==> config.mk <==
export PLATFORM = sky130hd
export DESIGN_NAME = bch_piso_tx
export DESIGN_NICKNAME = d
export VERILOG_FILES = /design/src/rtl/bch_piso_tx.sv
export SDC_FILE = /design/constraint.sdc
export NUM_CORES = 1
export LEC_CHECK = 0
export CORE_ASPECT_RATIO = 0.7
export CORE_MARGIN = 2
export CORE_UTILIZATION = 45
export DETAILED_ROUTE_END_ITERATION = 10
export GPL_TIMING_DRIVEN = 1
export PLACE_DENSITY = 0.76
export SYNTH_ARGS = -nofsm -noshare
export SYNTH_HDL_FRONTEND = slang
export SYNTH_SLANG_ARGS = --single-unit
==> constraint.sdc <==
create_clock -name clk -period 1.6 [get_ports clk]
set_input_delay 0.32 -clock clk [delete_from_list [all_inputs] [get_ports clk]]
set_output_delay 0.32 -clock clk [all_outputs]
set_load 0.01 [all_outputs]
==> src/rtl/bch_piso_tx.sv <==
// Parallel-in/serial-out transmitter for 63-bit BCH(63,51,2) codewords, MSB-index first.
// Define BCH_PISO_SKID_EN to add a one-entry skid buffer for gapless back-to-back frames.
module bch_piso_tx #(
    parameter int N = 63
) (
    input  logic         clk,
    input  logic         reset,
    input  logic         hold,
    input  logic [0:N-1] ps_in,
    input  logic         load,
    output logic         ready,
    output logic         ps_out,
    output logic         ps_valid,
    output logic         frame_start,
    output logic         frame_last,
    output logic         state_dbg
);
    // Handshake: a word moves when load && ready at a rising edge; ready never depends on load,
    // and the producer keeps ps_in/load stable until it sees ready high.
    typedef enum logic {IDLE = 1'b0, SHIFT = 1'b1} state_t;

    localparam logic [5:0] LAST = 6'(N - 1);

    state_t       state, state_nxt;
    logic [N-1:0] sreg, sreg_nxt;
    logic [5:0]   cnt, cnt_nxt;
    logic [N-1:0] ps_word;
    logic         accept;
    logic         at_last;

    // Index-for-index copy so ps_in[N-1] lands in sreg[N-1] and goes out first.
    always_comb begin
        ps_word = '0;
        for (int i = 0; i < N; i++) ps_word[i] = ps_in[i];
    end

`ifdef BCH_PISO_SKID_EN
    logic [N-1:0] skid_buf, skid_buf_nxt;
    logic         buf_full, buf_full_nxt;
    assign ready = !buf_full && !hold;
`else
    assign ready = (state == IDLE) && !hold;
`endif

    assign accept      = load && ready;
    assign at_last     = (cnt == LAST);
    assign ps_out      = sreg[N-1];
    assign ps_valid    = (state == SHIFT) && !hold;
    assign frame_start = ps_valid && (cnt == 6'd0);
    assign frame_last  = ps_valid && at_last;
    assign state_dbg   = (state == SHIFT);

    always_comb begin
        state_nxt = state;
        sreg_nxt  = sreg;
        cnt_nxt   = cnt;
`ifdef BCH_PISO_SKID_EN
        skid_buf_nxt = skid_buf;
        buf_full_nxt = buf_full;
`endif
        if (!hold) begin
            case (state)
                IDLE: begin
                    if (accept) begin
                        sreg_nxt  = ps_word;
                        cnt_nxt   = 6'd0;
                        state_nxt = SHIFT;
                    end
                end
                SHIFT: begin
                    sreg_nxt = {sreg[N-2:0], 1'b0};
                    cnt_nxt  = cnt + 6'd1;
                    if (at_last) begin
                        cnt_nxt = 6'd0;
`ifdef BCH_PISO_SKID_EN
                        if (buf_full) begin
                            sreg_nxt     = skid_buf;
                            buf_full_nxt = accept;
                            if (accept) skid_buf_nxt = ps_word;
                        end else if (accept) begin
                            // Empty buffer on the wrap cycle: take the new word straight into sreg.
                            sreg_nxt = ps_word;
                        end else begin
                            state_nxt = IDLE;
                        end
`else
                        state_nxt = IDLE;
`endif
                    end
`ifdef BCH_PISO_SKID_EN
                    else if (accept) begin
                        skid_buf_nxt = ps_word;
                        buf_full_nxt = 1'b1;
                    end
`endif
                end
                default: state_nxt = IDLE;
            endcase
        end
    end

    always_ff @(posedge clk) begin
        if (reset) begin
            state <= IDLE;
            sreg  <= '0;
            cnt   <= 6'd0;
`ifdef BCH_PISO_SKID_EN
            skid_buf <= '0;
            buf_full <= 1'b0;
`endif
        end else begin
            state <= state_nxt;
            sreg  <= sreg_nxt;
            cnt   <= cnt_nxt;
`ifdef BCH_PISO_SKID_EN
            skid_buf <= skid_buf_nxt;
            buf_full <= buf_full_nxt;
`endif
        end
    end
endmodule

==> results of run 1 <==
-- cell families after synthesis --
group | synth area share [%]
muxes | 17.9
buffers and inverters | 6.41
and+or+nand+nor | 10.2
DFF | 40.4
AOI/OAI and AO/OA | 23.9
adders and majority gates | 1.08
xor gates and xnor gates | 0.252
-- synth_stat cells, types with 3 or more instances --
| master | number | share of area [%] |
|---|---|---|
| a211oi_1 | 12 | 2.6 |
| a211oi_2 | 50 | 18 |
| a21oi_1 | 7 | 1.0 |
| buf_2 | 10 | 1.4 |
| buf_4 | 5 | 1.1 |
| buf_6 | 8 | 2.6 |
| clkbuf_1 | 6 | 0.65 |
| dfxtp_1 | 70 | 40 |
| ha_1 | 3 | 1.1 |
| inv_1 | 6 | 0.65 |
| mux2i_1 | 62 | 18 |
| nand2_1 | 5 | 0.54 |
| nor2_1 | 64 | 6.9 |
-- power breakdown --
group          internal, W  total, W  switching, W  leakage, nW
Clock             0.000812   0.00148      0.000663        0.104
Combinational     0.000425  0.000808      0.000383        0.992
Sequential         0.00187   0.00194     0.0000681        0.582
Total              0.00311   0.00422       0.00111         1.68
-- repair_timing --
| item | in CTS | in global routing |
|---|---|---|
| gates resized for setup | 20 | 23 |
| cloned | 0 | 0 |
| buffers inserted | 0 | 2 |
| endpoints found under the setup margin | 6 | 7 |
| pin swaps | 0 | 5 |
-- through the flow --
stage               instances  setup slack, ns  area, µm²  total power [W]
global placement          495           -0.430       4330          0.00275
floorplan                 332            0.268       3470          0.00250
CTS                       511          -0.0126       4540          0.00425
global route              513          -0.0605       4640          0.00443
detailed placement        495           -0.471       4330          0.00278
finish                    513        -0.000235       4640          0.00422
-- path summary, 6_finish.rpt --
check	start	end	slack (ns)	cells after the start
worst max register to register	cnt[1]	cnt[4]	0.12	6
worst min-delay path	reset	cnt[2]	0.36	4
worst min register to register	sreg[39]	sreg[39]	0.50	2
worst max-delay path	hold	frame_start	-0.0002	5
-- critical path, cell delays in order --
cell             delay (ns)
clkdlybuf4s50_1        0.48
nand2b_4               0.15
inv_2                  0.05
and3_4                 0.16
buf_6                  0.11
-- registers in the layout, summed over array words and instances (netlist names) --
register / flops
state_dbg: 1
cnt: 6
sreg: 63
-- per-layer routing --
metal / part of all wire, % / GRT usage [%]
met5: 0 / 0
met2: 46 / 28.0
met3: 5.8 / 6.30
met4: 0.99 / 4.62
met1: 47 / 21.8
-- layout make-up --
| cell class | instances | area [µm²] | area share (%) |
|---|---|---|---|
| flip-flops and latches | 70 | 1420 | 30.6 |
| well taps | 98 | 123 | 2.64 |
| multi-input cells | 227 | 1930 | 41.6 |
| repair buffers | 96 | 936 | 20.2 |
| clock inverters | 5 | 56.3 | 1.21 |
| inverters | 6 | 22.5 | 0.486 |
| clock buffers | 11 | 153 | 3.29 |
==> metrics, run 1 <==
failing checks negative setup slack; Core Rows 26; hold slack 0.355 ns; die area 8450 µm²; GRT Total Usage between 10% and 20%; vias in the first global route 2545; global-route wire length before repair 11600 µm; Critical Path Start Type input pin; clock buffer count from CTS 9; critical path type input pin to output pin; Syn Nets around 400; hold_buf cts 0; TNS Setup -0.000235 ns; clk buf depth 2; critical path capture point type output pin; CTS clk-pin slew, worst paths approximately 0.07 ns; post-route ant nets 0; max-slew violations 0; ANT cells 0; GP Congestion 0.787; die width 109 µm; final worst setup slack -0.000235 ns; Layout Skew 0.00804 ns; die height between 70 and 80 µm; Final setup violation count 1; via/cell ratio ~5.2; Netlist cell types 31; slew margin rel. 66.6%; share of cells above drive strength 1 27.7%; RSZ-0062 raised after global routing yes; TritonCTS clock tree yes; CP required 1.28 ns; initial core utilization 47.0%; peak fanout along the critical path 3; DRC errors left 0; Syn Inst Count 332; pin slew with the least headroom to its limit 0.500 ns; post-synthesis async set-or-reset flop share 0%; most frequent cells in the layout 65 x clkdlybuf4s50_1, 64 x nor2_1, 63 x dfxtp_1; Post-synth EDFFs 0; Worst-Skew Late Latency 0.34 ns; Final Util 62.8%; Yosys reg bits 70; Pleak 1.68 nW; Max Cap Violations 0; Initial DRT Pass Iterations 6; Final Hold Fails 0; Syn-to-layout area delta 33.6%; clock sink count 70; Data arrival, critical path 1.28 ns; CTS root buf clkbuf_8; routed via count ~2700; core area 7380 µm²; YS warnings 0; sequential share of the synthesized area 40.4%; DP HPWL 4790 µm; fill count 620; Worst IR Drop VDD about 0.00058 V; drt wl/cell 14.3 µm; cell area after technology mapping 3470 µm²; commonest non-fill, non-tap cell in the layout clkdlybuf4s50_1; Post-Syn Area per Cell between 10 and 15 µm²; Final period util 100%; Detailed Route WL 7360 µm; pin count of the biggest net entering global routing 66; Tmin final 1.60 ns; fmax 0.625 GHz; status finished, violations left; I/O pin count 73; initial antenna violation count 0; Top FF cell, synth dfxtp_1; grt ovf 0; hold crit path type input pin to flip-flop; H-tree levels 3; Layout Nets 480; I/O Buffers 72; 1st-iter DRT viols 73; P per Cell Area 910 nW/µm²
Power figures use the tool's default switching activity.
==> run 2, diff against run 1 <==
- PLACE_DENSITY: 0.76 -> 0.79
- clock period: 1.6 -> 1.38 ns (I/O delays scaled with it)
==> run 2 against run 1 <==
Highest routed layer unchanged; via count is 11% higher; combinational power is 50% higher; hold slack worse by 0.039 ns; the run still ends with negative setup slack left; critical path depth shrank 2.
==> metrics, run 2 (same netlist as run 1, synthesis figures left out) <==
Syn-to-layout area delta 48.8%; Data arrival, critical path 1.36 ns (+0.08 ns); critical path type flip-flop to output pin; Worst IR Drop VDD 0.000719 V (+24%); ANT cells 0 (unchanged); CTS clk-pin slew, worst paths 0.07 ns (about the same); worst reg2reg path endpoint sreg[52]; DP HPWL 4970 µm (+3.7%); via/cell ratio 5.54 (+6.8%); die area 8450 µm² (unchanged); R2R depth 5 (-1); GP Congestion 0.790 (+0.34%); DRC errors left 0 (unchanged); Final setup violation count 11 (+10); Final period util 118%; core area 7380 µm² (unchanged); Pleak 1.87 nW (+11%); P per Cell Area 1020 nW/µm² (+12%); Critical Path Start Type flip-flop; Layout Skew 0.0139 ns (+0.00587 ns); Max Cap Violations 0 (unchanged); 1st-iter DRT viols 99 (+36%); peak fanout along the critical path 3 (unchanged); pin slew with the least headroom to its limit 0.379 ns (-0.121 ns); pin count of the biggest net entering global routing 34 (-48%); GRT Total Usage 18.9% (+1.5 points); grt ovf 0 (unchanged); Final Hold Fails 0 (unchanged); critical path capture point type output pin; failing checks negative setup slack; H-tree levels 3 (unchanged); drt wl/cell 18.1 µm (+26%); final worst setup slack -0.251 ns (-0.251 ns); Detailed Route WL 9620 µm (+31%); hold crit path type input pin to flip-flop; TritonCTS clock tree yes; most frequent cells in the layout 65 x dfxtp_1, 63 x clkdlybuf4s50_1, 59 x a211oi_2; dpl cell area 4360 µm² (+0.69%); post-route cell area 5170 µm² (+11%); RSZ-0062 raised after global routing yes; max-slew violations 0 (unchanged); Hold Path Cell Cnt 2 (-2); fill count 540 (-13%); max reg flops 63 (unchanged); status finished, violations left; vias in the first global route 2637 (+3.6%); clk buf depth 2 (unchanged); hold_sp reset; clock buffer count from CTS 9 (unchanged); Initial DRT Pass Iterations 4 (-2); post-route ant nets 0 (unchanged); initial core utilization 47.0% (unchanged); die height 77.5 µm (unchanged); Worst-Skew Late Latency 0.35 ns (about the same); I/O Buffers 72 (unchanged); routed via count 2940 (+11%); Biggest register sreg; CP required 1.10 ns (-0.18 ns); Final Power 0.00527 W (+25%); share of cells above drive strength 1 37.6% (+9.9 points); Core Rows 26 (unchanged); fmax 0.613 GHz; Tmin final 1.63 ns; initial antenna violation count 0 (unchanged); I/O pin count 73 (unchanged); slew margin rel. 74.7% (+8.1 points); die width 109 µm (unchanged); Hold Crit Endpoint cnt[1]; commonest non-fill, non-tap cell in the layout dfxtp_1; CTS root buf clkbuf_8; clock sink count 70 (unchanged); global-route wire length before repair 12600 µm (+8.5%); register-to-register setup slack -0.10 ns (-0.22 ns); Reg2Reg Launch Point state_dbg; Layout Nets 498 (+3.8%)
[run 2: area by class of cell]
class                      instances  area (µm²)  area share (%)
tap                               98         123            2.37
clock buffer                      11         163            3.15
inverter                           6        25.0           0.484
clock inverter                     5        55.1            1.07
multi-input combinational        228        2070            40.0
sequential                        70        1410            27.3
timing repair buffer             113        1330            25.7
[run 2: where the power goes]
part	internal, W	leakage [nW]	switching [W]	total, W
Combinational	0.000654	1.18	0.000553	0.00121
Sequential	0.00217	0.580	0.0000950	0.00227
Clock	0.000987	0.106	0.000807	0.00179
Total	0.00381	1.87	0.00145	0.00527
[run 2: what timing repair did]
action                                  in CTS  in global routing
pin swaps                                   12                 36
hold buffers                                 0                  0
buffers inserted                             5                  3
gates cloned                                 2                 11
endpoints found under the setup margin      61                 67
gates resized for setup                     44                 49
[run 2: worst max path at each step]
stage,slack [ns],startpoint,cells after the start,to
CTS,-0.25,cnt[2],3,frame_start
detailed placement,-0.60,hold,4,frame_last
finish,-0.25,cnt[2],3,frame_start
floorplan,0.05,state_dbg,5,sreg[10]
global placement,-0.56,hold,4,frame_last
global route,-0.29,cnt[2],3,frame_start
[run 2: per-stage QoR]
step,worst slack [ns],std cells,setup TNS (ns),utilization [%],hold slack (ns)
after floorplan,0.0476,332,0,-,0.416
after global placement,-0.559,494,-25.08,59.0,0.489
after detailed placement,-0.596,494,-27.99,59.0,0.493
after CTS,-0.247,517,-0.458,63.9,0.306
after global routing,-0.294,531,-1.79,70.0,0.308
final,-0.251,531,-0.714,70.0,0.316
[run 2: worst max-delay path: stages (launching register included)]
cell     delay (ns)
dfxtp_2        0.35
nor4_4         0.30
and3_1         0.22
buf_2          0.14
[run 2: metal layers]
layer | vias up | share of wire [%] | GRT usage [%]
met5 | - | 0 | 0
met4 | 0 | 1.2 | 5.26
met3 | 13 | 6.6 | 6.47
met2 | 97 | 49 | 30.6
met1 | 1426 | 43 | 23.8
li1 | 1404 | - | -
